===== src/rtl/vga_timing_gen.sv =====
// VGA raster timing: free-running h/v counters, sync/blank decode delayed to match the
// object pipeline, and RRRGGGBB colour expansion gated by the delayed visible flag.
module vga_timing_gen #(
   parameter int unsigned H_ACTIVE = 640,
   parameter int unsigned H_FP     = 16,
   parameter int unsigned H_SYNC   = 96,
   parameter int unsigned H_BP     = 48,
   parameter int unsigned V_ACTIVE = 480,
   parameter int unsigned V_FP     = 10,
   parameter int unsigned V_SYNC   = 2,
   parameter int unsigned V_BP     = 33,
   parameter int unsigned PIPE_DLY = 1
) (
   input  logic        CLK,
   input  logic        RESETn,
   input  logic [7:0]  iRGB,
   output logic [10:0] oCoord_X,
   output logic [10:0] oCoord_Y,
   output logic        oFrameStart,
   output logic        oVGA_HS,
   output logic        oVGA_VS,
   output logic        oVGA_BLANK_N,
   output logic [7:0]  oVGA_R,
   output logic [7:0]  oVGA_G,
   output logic [7:0]  oVGA_B
);

   localparam int unsigned H_TOTAL = H_ACTIVE + H_FP + H_SYNC + H_BP;
   localparam int unsigned V_TOTAL = V_ACTIVE + V_FP + V_SYNC + V_BP;

   localparam logic [10:0] HLast     = 11'(H_TOTAL - 1);
   localparam logic [10:0] VLast     = 11'(V_TOTAL - 1);
   localparam logic [10:0] HAct      = 11'(H_ACTIVE);
   localparam logic [10:0] VAct      = 11'(V_ACTIVE);
   localparam logic [10:0] HSyncBeg  = 11'(H_ACTIVE + H_FP);
   localparam logic [10:0] HSyncEnd  = 11'(H_ACTIVE + H_FP + H_SYNC);
   localparam logic [10:0] VSyncBeg  = 11'(V_ACTIVE + V_FP);
   localparam logic [10:0] VSyncEnd  = 11'(V_ACTIVE + V_FP + V_SYNC);

   if (H_TOTAL > 2047 || V_TOTAL > 2047) begin : gen_bad_total
      $error("vga_timing_gen: H_TOTAL/V_TOTAL exceed 11-bit counter range");
   end
   if (PIPE_DLY > 4) begin : gen_bad_dly
      $error("vga_timing_gen: PIPE_DLY must be 0..4");
   end

   logic [10:0] h_q, h_d, v_q, v_d;
   logic        h_wrap, v_wrap;
   logic        frame_start_q;

   always_comb begin
      h_wrap = (h_q == HLast);
      v_wrap = (v_q == VLast);
      h_d    = h_wrap ? 11'd0 : h_q + 11'd1;
      v_d    = v_q;
      if (h_wrap) begin
         v_d = v_wrap ? 11'd0 : v_q + 11'd1;
      end
   end

   always_ff @(posedge CLK or negedge RESETn) begin
      if (!RESETn) begin
         h_q           <= '0;
         v_q           <= '0;
         frame_start_q <= 1'b0;
      end else begin
         h_q           <= h_d;
         v_q           <= v_d;
         frame_start_q <= h_wrap && v_wrap;
      end
   end

   logic hs_raw, vs_raw, act_raw;

   always_comb begin
      act_raw = (h_q < HAct) && (v_q < VAct);
      hs_raw  = !((h_q >= HSyncBeg) && (h_q < HSyncEnd));
      vs_raw  = !((v_q >= VSyncBeg) && (v_q < VSyncEnd));
   end

   // Bit 0 of each chain is the raw decode; bit i+1 is delay stage i.
   logic [PIPE_DLY:0]   hs_pipe_q, vs_pipe_q, act_pipe_q;
   logic [PIPE_DLY+1:0] hs_chain, vs_chain, act_chain;
   logic                act_gate;
   logic [23:0]         rgb_d, rgb_q;

   always_comb begin
      hs_chain  = {hs_pipe_q, hs_raw};
      vs_chain  = {vs_pipe_q, vs_raw};
      act_chain = {act_pipe_q, act_raw};
      // Visible flag that lands on the pins together with the colour being sampled now.
      act_gate  = act_chain[PIPE_DLY];
      rgb_d     = '0;
      if (act_gate) begin
         rgb_d = {iRGB[7:5], iRGB[7:5], iRGB[7:6],
                  iRGB[4:2], iRGB[4:2], iRGB[4:3],
                  {4{iRGB[1:0]}}};
      end
   end

   always_ff @(posedge CLK or negedge RESETn) begin
      if (!RESETn) begin
         hs_pipe_q  <= '1;
         vs_pipe_q  <= '1;
         act_pipe_q <= '0;
         rgb_q      <= '0;
      end else begin
         hs_pipe_q  <= hs_chain[PIPE_DLY:0];
         vs_pipe_q  <= vs_chain[PIPE_DLY:0];
         act_pipe_q <= act_chain[PIPE_DLY:0];
         rgb_q      <= rgb_d;
      end
   end

   assign oCoord_X     = h_q;
   assign oCoord_Y     = v_q;
   assign oFrameStart  = frame_start_q;
   assign oVGA_HS      = hs_pipe_q[PIPE_DLY];
   assign oVGA_VS      = vs_pipe_q[PIPE_DLY];
   assign oVGA_BLANK_N = act_pipe_q[PIPE_DLY];
   assign oVGA_R       = rgb_q[23:16];
   assign oVGA_G       = rgb_q[15:8];
   assign oVGA_B       = rgb_q[7:0];

endmodule


===== config.mk =====
export PLATFORM = sky130hd
export DESIGN_NAME = vga_timing_gen
export DESIGN_NICKNAME = d
export VERILOG_FILES = /design/src/rtl/vga_timing_gen.sv
export SDC_FILE = /design/constraint.sdc
export NUM_CORES = 1
export LEC_CHECK = 0
export CAP_MARGIN = 20
export CORE_UTILIZATION = 50
export CTS_BUF_LIST = sky130_fd_sc_hd__clkbuf_8
export CTS_CLUSTER_DIAMETER = 120
export DETAILED_ROUTE_END_ITERATION = 12
export PLACE_DENSITY = 0.87
export SETUP_SLACK_MARGIN = 0.15
export SLEW_MARGIN = 20
export SYNTH_ARGS = -nofsm -noshare
export SYNTH_HDL_FRONTEND = slang
export SYNTH_SLANG_ARGS = --single-unit

===== constraint.sdc =====
create_clock -name CLK -period 2.8 [get_ports CLK]
set_input_delay 0.56 -clock CLK [delete_from_list [all_inputs] [get_ports CLK]]
set_output_delay 0.56 -clock CLK [all_outputs]
set_load 0.005 [all_outputs]

; ---- Word level (Yosys, flattened, before mapping)
; Cells that the tools add are included.
[totals]
reg_bits = 53
in_bits = 10
output_inout_bits = 50
word_cells = 26
[op_classes]
add_sub_neg = 2
magnitude_cmp = 6
eq_ne = 2
muxes = 3
reduce_logical = 6
[op_table]
columns = cell, n
row1 = two-way mux 24 bit, 1
row2 = adder 11 x 1 -> 11 bit (second input constant), 2
row3 = equality test 11 x 10 -> 1 bit (second input constant), 2
row4 = < comparator 11 x 10 -> 1 bit (second input constant), 2
row5 = < comparator 11 x 9 -> 1 bit (second input constant), 2
row6 = two-way mux 11 bit, 2
row7 = >= comparator 11 x 10 -> 1 bit (second input constant), 1
row8 = >= comparator 11 x 9 -> 1 bit (second input constant), 1
row9 = logical AND 1 bit, 4
row10 = logical NOT 1 bit, 2

; ---- Logic depth before layout (Yosys ltp)
[depth]
ltp_word = 3
ltp_mapped = 7

; ---- Least setup slack after synthesis
; No wires, ideal clock.
[synth_timing]
kind = reg2reg
start = register h_q[0] (netlist: oCoord_X[0])
end = register v_q[7] (netlist: oCoord_Y[7])
arrival_time_ns = 1.476
required_ns = 2.675
slack_ns = 1.198
path_stages_with_launch = 8
synth_period_minus_slack_ns = 1.602
path_cell_list = dfrtp_1 > ha_1 > and4_1 > buf_2 > and3_1 > buf_2 > nand4_1 > xnor2_1
[synth_between]
elab_chain_cells = 1
[synth_lines]
columns = element, line
row1 = from (decl), 47  ; logic [10:0] h_q, h_d, v_q, v_d;
row2 = from (signal assigned), 63  ; h_q <= '0;
row3 = from (signal assigned), 67  ; h_q <= h_d;
row4 = equality test 11 x 10 -> 1 bit, 52  ; h_wrap = (h_q == HLast);
row5 = to (signal assigned), 68  ; v_q <= v_d;
row6 = to (decl), 47
; No other way between the ends.
; A chain may end at the register's enable or synchronous reset.

; ---- Worst setup path after layout
[layout_timing]
start = register h_q[5] (netlist: oCoord_X[5])
end = output oCoord_X[5]
[layout_lines]
columns = element, line
row1 = to (decl), 17  ; output logic [10:0] oCoord_X,
; No word-level cell between the ends.

==> metrics.csv <==
metric,value,unit
post_cts_resized,0,
synth_top_area_share,48.1,%
grt_max_degree,38,
antenna_found_initial,0,
ys_seq_area_share,54.2,%
fin_util,73.8,%
postCtsHoldBufs,0,
hold_depth,0,
syn-cell-area,1720,µm²
core_region_area,3150,µm²
clock_power_share,37.0,%
yosysTopAreaCell,dfrtp_1,
cts_root_buffer,clkbuf_8,
dpl_cell_area,2240,µm²
ys_types,35,
slew_headroom,69.0,%
vias_per_cell,5.45,
crit_buf_inv,1,
synth_top_flop_cell,dfrtp_1,
io_pins,60,
crit_path_top_delay_cell,clkdlybuf4s50_1,
syn-num-nets,170,
drive_gt1_share,8.70,%
std_cell_rows,20,
r2r-start,oCoord_X[0]$_DFF_PN0_,
wl,3850,µm
cts_max_level,2,
grt_pass1_vias,1185,
cp-end-kind,output port,
power_frac_seq,56.2,%
syn_area_per_cell,10.9,µm²
grtUsageTotal,22.3,%
cp.arrival,1.38,ns
synth-edff-count,0,
final_nets,219,
clk_pin_slew,0.07,ns
p_total,969,µW
hpwlAfterDp,2650,µm
maxCapViolations,0,
ys_ff_latch,37,
finalHoldViolCount,0,
p_switching,213,µW
p_int,755,µW
grt_pass1_wl,5780,µm
peakVddDrop,0.334,mV
fillCellCount,238,
chipHeight,60.6,µm
start_util,54.5,%
diodes,0,
grt_overflow,0,
power_per_cell_area,416,nW/µm²
cts_max_path_buffers,2,
cts_buffers,5,
slew_viol_final,0,
yosys_warnings,0,
post_cts_buffers,0,
drcViolationCount,0,
hp-class,reg -> reg,
port_buffers,59,
insertion_delay,0.29,ns
leakage,0.000957,µW
tightest_slew,0.465,ns
final_common_cell,clkdlybuf4s50_1,
outcome,finished clean,
timing.setup.tns,0,ns
area.growth.synth_to_final,35.5,%
max_freq,0.515,GHz
final_antenna_net_count,0,
p_sw_share,22.0,%
mostFrequentLayoutCells,"clkdlybuf4s50_1 (59), dfrtp_1 (33), nand2_1 (14), nand3_1 (13), and2_1 (10)",
cpLargestDelayFamily,buffers and inverters,
regToRegSetupSlack,0.95,ns
cp_max_fo,9,
die_x,60.6,µm
criticalPathCategory,reg -> out,
ys_async_sr_fraction,100,%
holdPathEnd,hs_pipe_q[1]$_DFF_PN1_,
min_period_over_period,69.4,%
drt_iter0_drc,67,
rsz0062_at_grt,no,
die-area,3670,µm²
synth.area.top_cells,"dfrtp_1 (48%), buf_4 (7.0%), dfstp_2 (6.1%)",
drtPass1Iterations,4,
cpPeakStageDelay,0.57,ns
num_vias,1367,
r2r-end,oCoord_Y[7]$_DFFE_PN0N_,
cts_tree,built,
min-delay-start,hs_pipe_q[0]$_DFF_PN1_,
fin_area,2330,µm²
required,2.24,ns
wl_per_cell,15.3,µm
crit_chain,clkdlybuf4s50_1,
gp_congestion,0.892,
reg2regPathDepth,5,
setup_viol,0,
combPwrFrac,6.8,%
crit_path_start_kind,flip-flop,
holdWs,0.358,ns
fin_worst_skew,0.00255,ns
syn_inst,157,
fin_crit,1.94,ns
cts.sinks,37,
cells in the mapped netlist, types with 4 or more instances:
cell type,count
nor2_1,6
buf_4,16
xor2_1,7
nand2_1,14
o21ai_0,6
nor3_1,4
xnor2_1,4
nand3_1,13
dfstp_2,4
dfrtp_1,33
and2_1,10
area by class of cell:
cell class                 instances  area, µm²  area share [%]
clock buffer                       5       68.8            2.96
clock inverter                     3       17.5           0.753
inverter                           3       11.3           0.484
multi-input combinational         99        646            27.7
sequential                        37        931            40.0
tap                               44       55.1            2.37
timing repair buffer              60        598            25.7
power groups by stage:
stage | logic (µW) | clock network [µW] | registers (µW)
6_report | 65.5 | 359 | 545
3_5_place_dp | 66.3 | 0 | 555
4_1_cts | 66.5 | 364 | 545
5_1_grt | 71.5 | 386 | 545
2_1_floorplan | 22.0 | 0 | 555
3_3_place_gp | 64.6 | 0 | 554
flip-flops by register name, summed over array words and instances, names as in the netlist:
name / cells
rgb_q: 8
oFrameStart: 1
vs_pipe_q: 2
oCoord_Y: 11
act_pipe_q: 2
oCoord_X: 11
hs_pipe_q: 2
worst max-delay path by stage:
stage,from,cells after the start,endpoint
6_report,oCoord_X[5]$_DFF_PN0_,1,oCoord_X[5]
5_1_grt,oCoord_X[0]$_DFF_PN0_,5,oCoord_Y[7]$_DFFE_PN0N_
4_1_cts,oCoord_X[5]$_DFF_PN0_,1,oCoord_X[5]
3_5_place_dp,oCoord_X[0]$_DFF_PN0_,5,oCoord_Y[7]$_DFFE_PN0N_
3_3_place_gp,oCoord_X[0]$_DFF_PN0_,5,oCoord_Y[7]$_DFFE_PN0N_
2_1_floorplan,oCoord_X[0]$_DFF_PN0_,7,oCoord_Y[7]$_DFFE_PN0N_
metal layers:
metal  global-route usage, %  share of wire (%)  vias to the layer above
met1                    27.3                 40                      652
met5                       0                  0                        -
li1                        -                  -                      629
met4                    7.79                1.2                        0
met3                    4.90                7.7                        6
met2                    39.1                 51                       80
metrics by stage:
| step | worst slack [ns] | instances |
|---|---|---|
| floorplan | 1.20 | 157 |
| global placement | 1.06 | 243 |
| detailed placement | 0.996 | 243 |
| CTS | 0.861 | 251 |
| global route | 0.810 | 251 |
| finish | 0.857 | 251 |
cell families (layout without fill, tap and decap cells):
group	after synthesis	in the layout	synth area share [%]
muxes	3	3	1.75
xor gates and xnor gates	11	11	5.61
adders and majority gates	3	3	2.19
and+or+nand+nor	68	68	23.5
DFF	37	37	54.2
buffers and inverters	21	71	8.23
AOI/OAI and AO/OA	14	14	4.52
No activity file was read; power rests on OpenSTA's default activity.
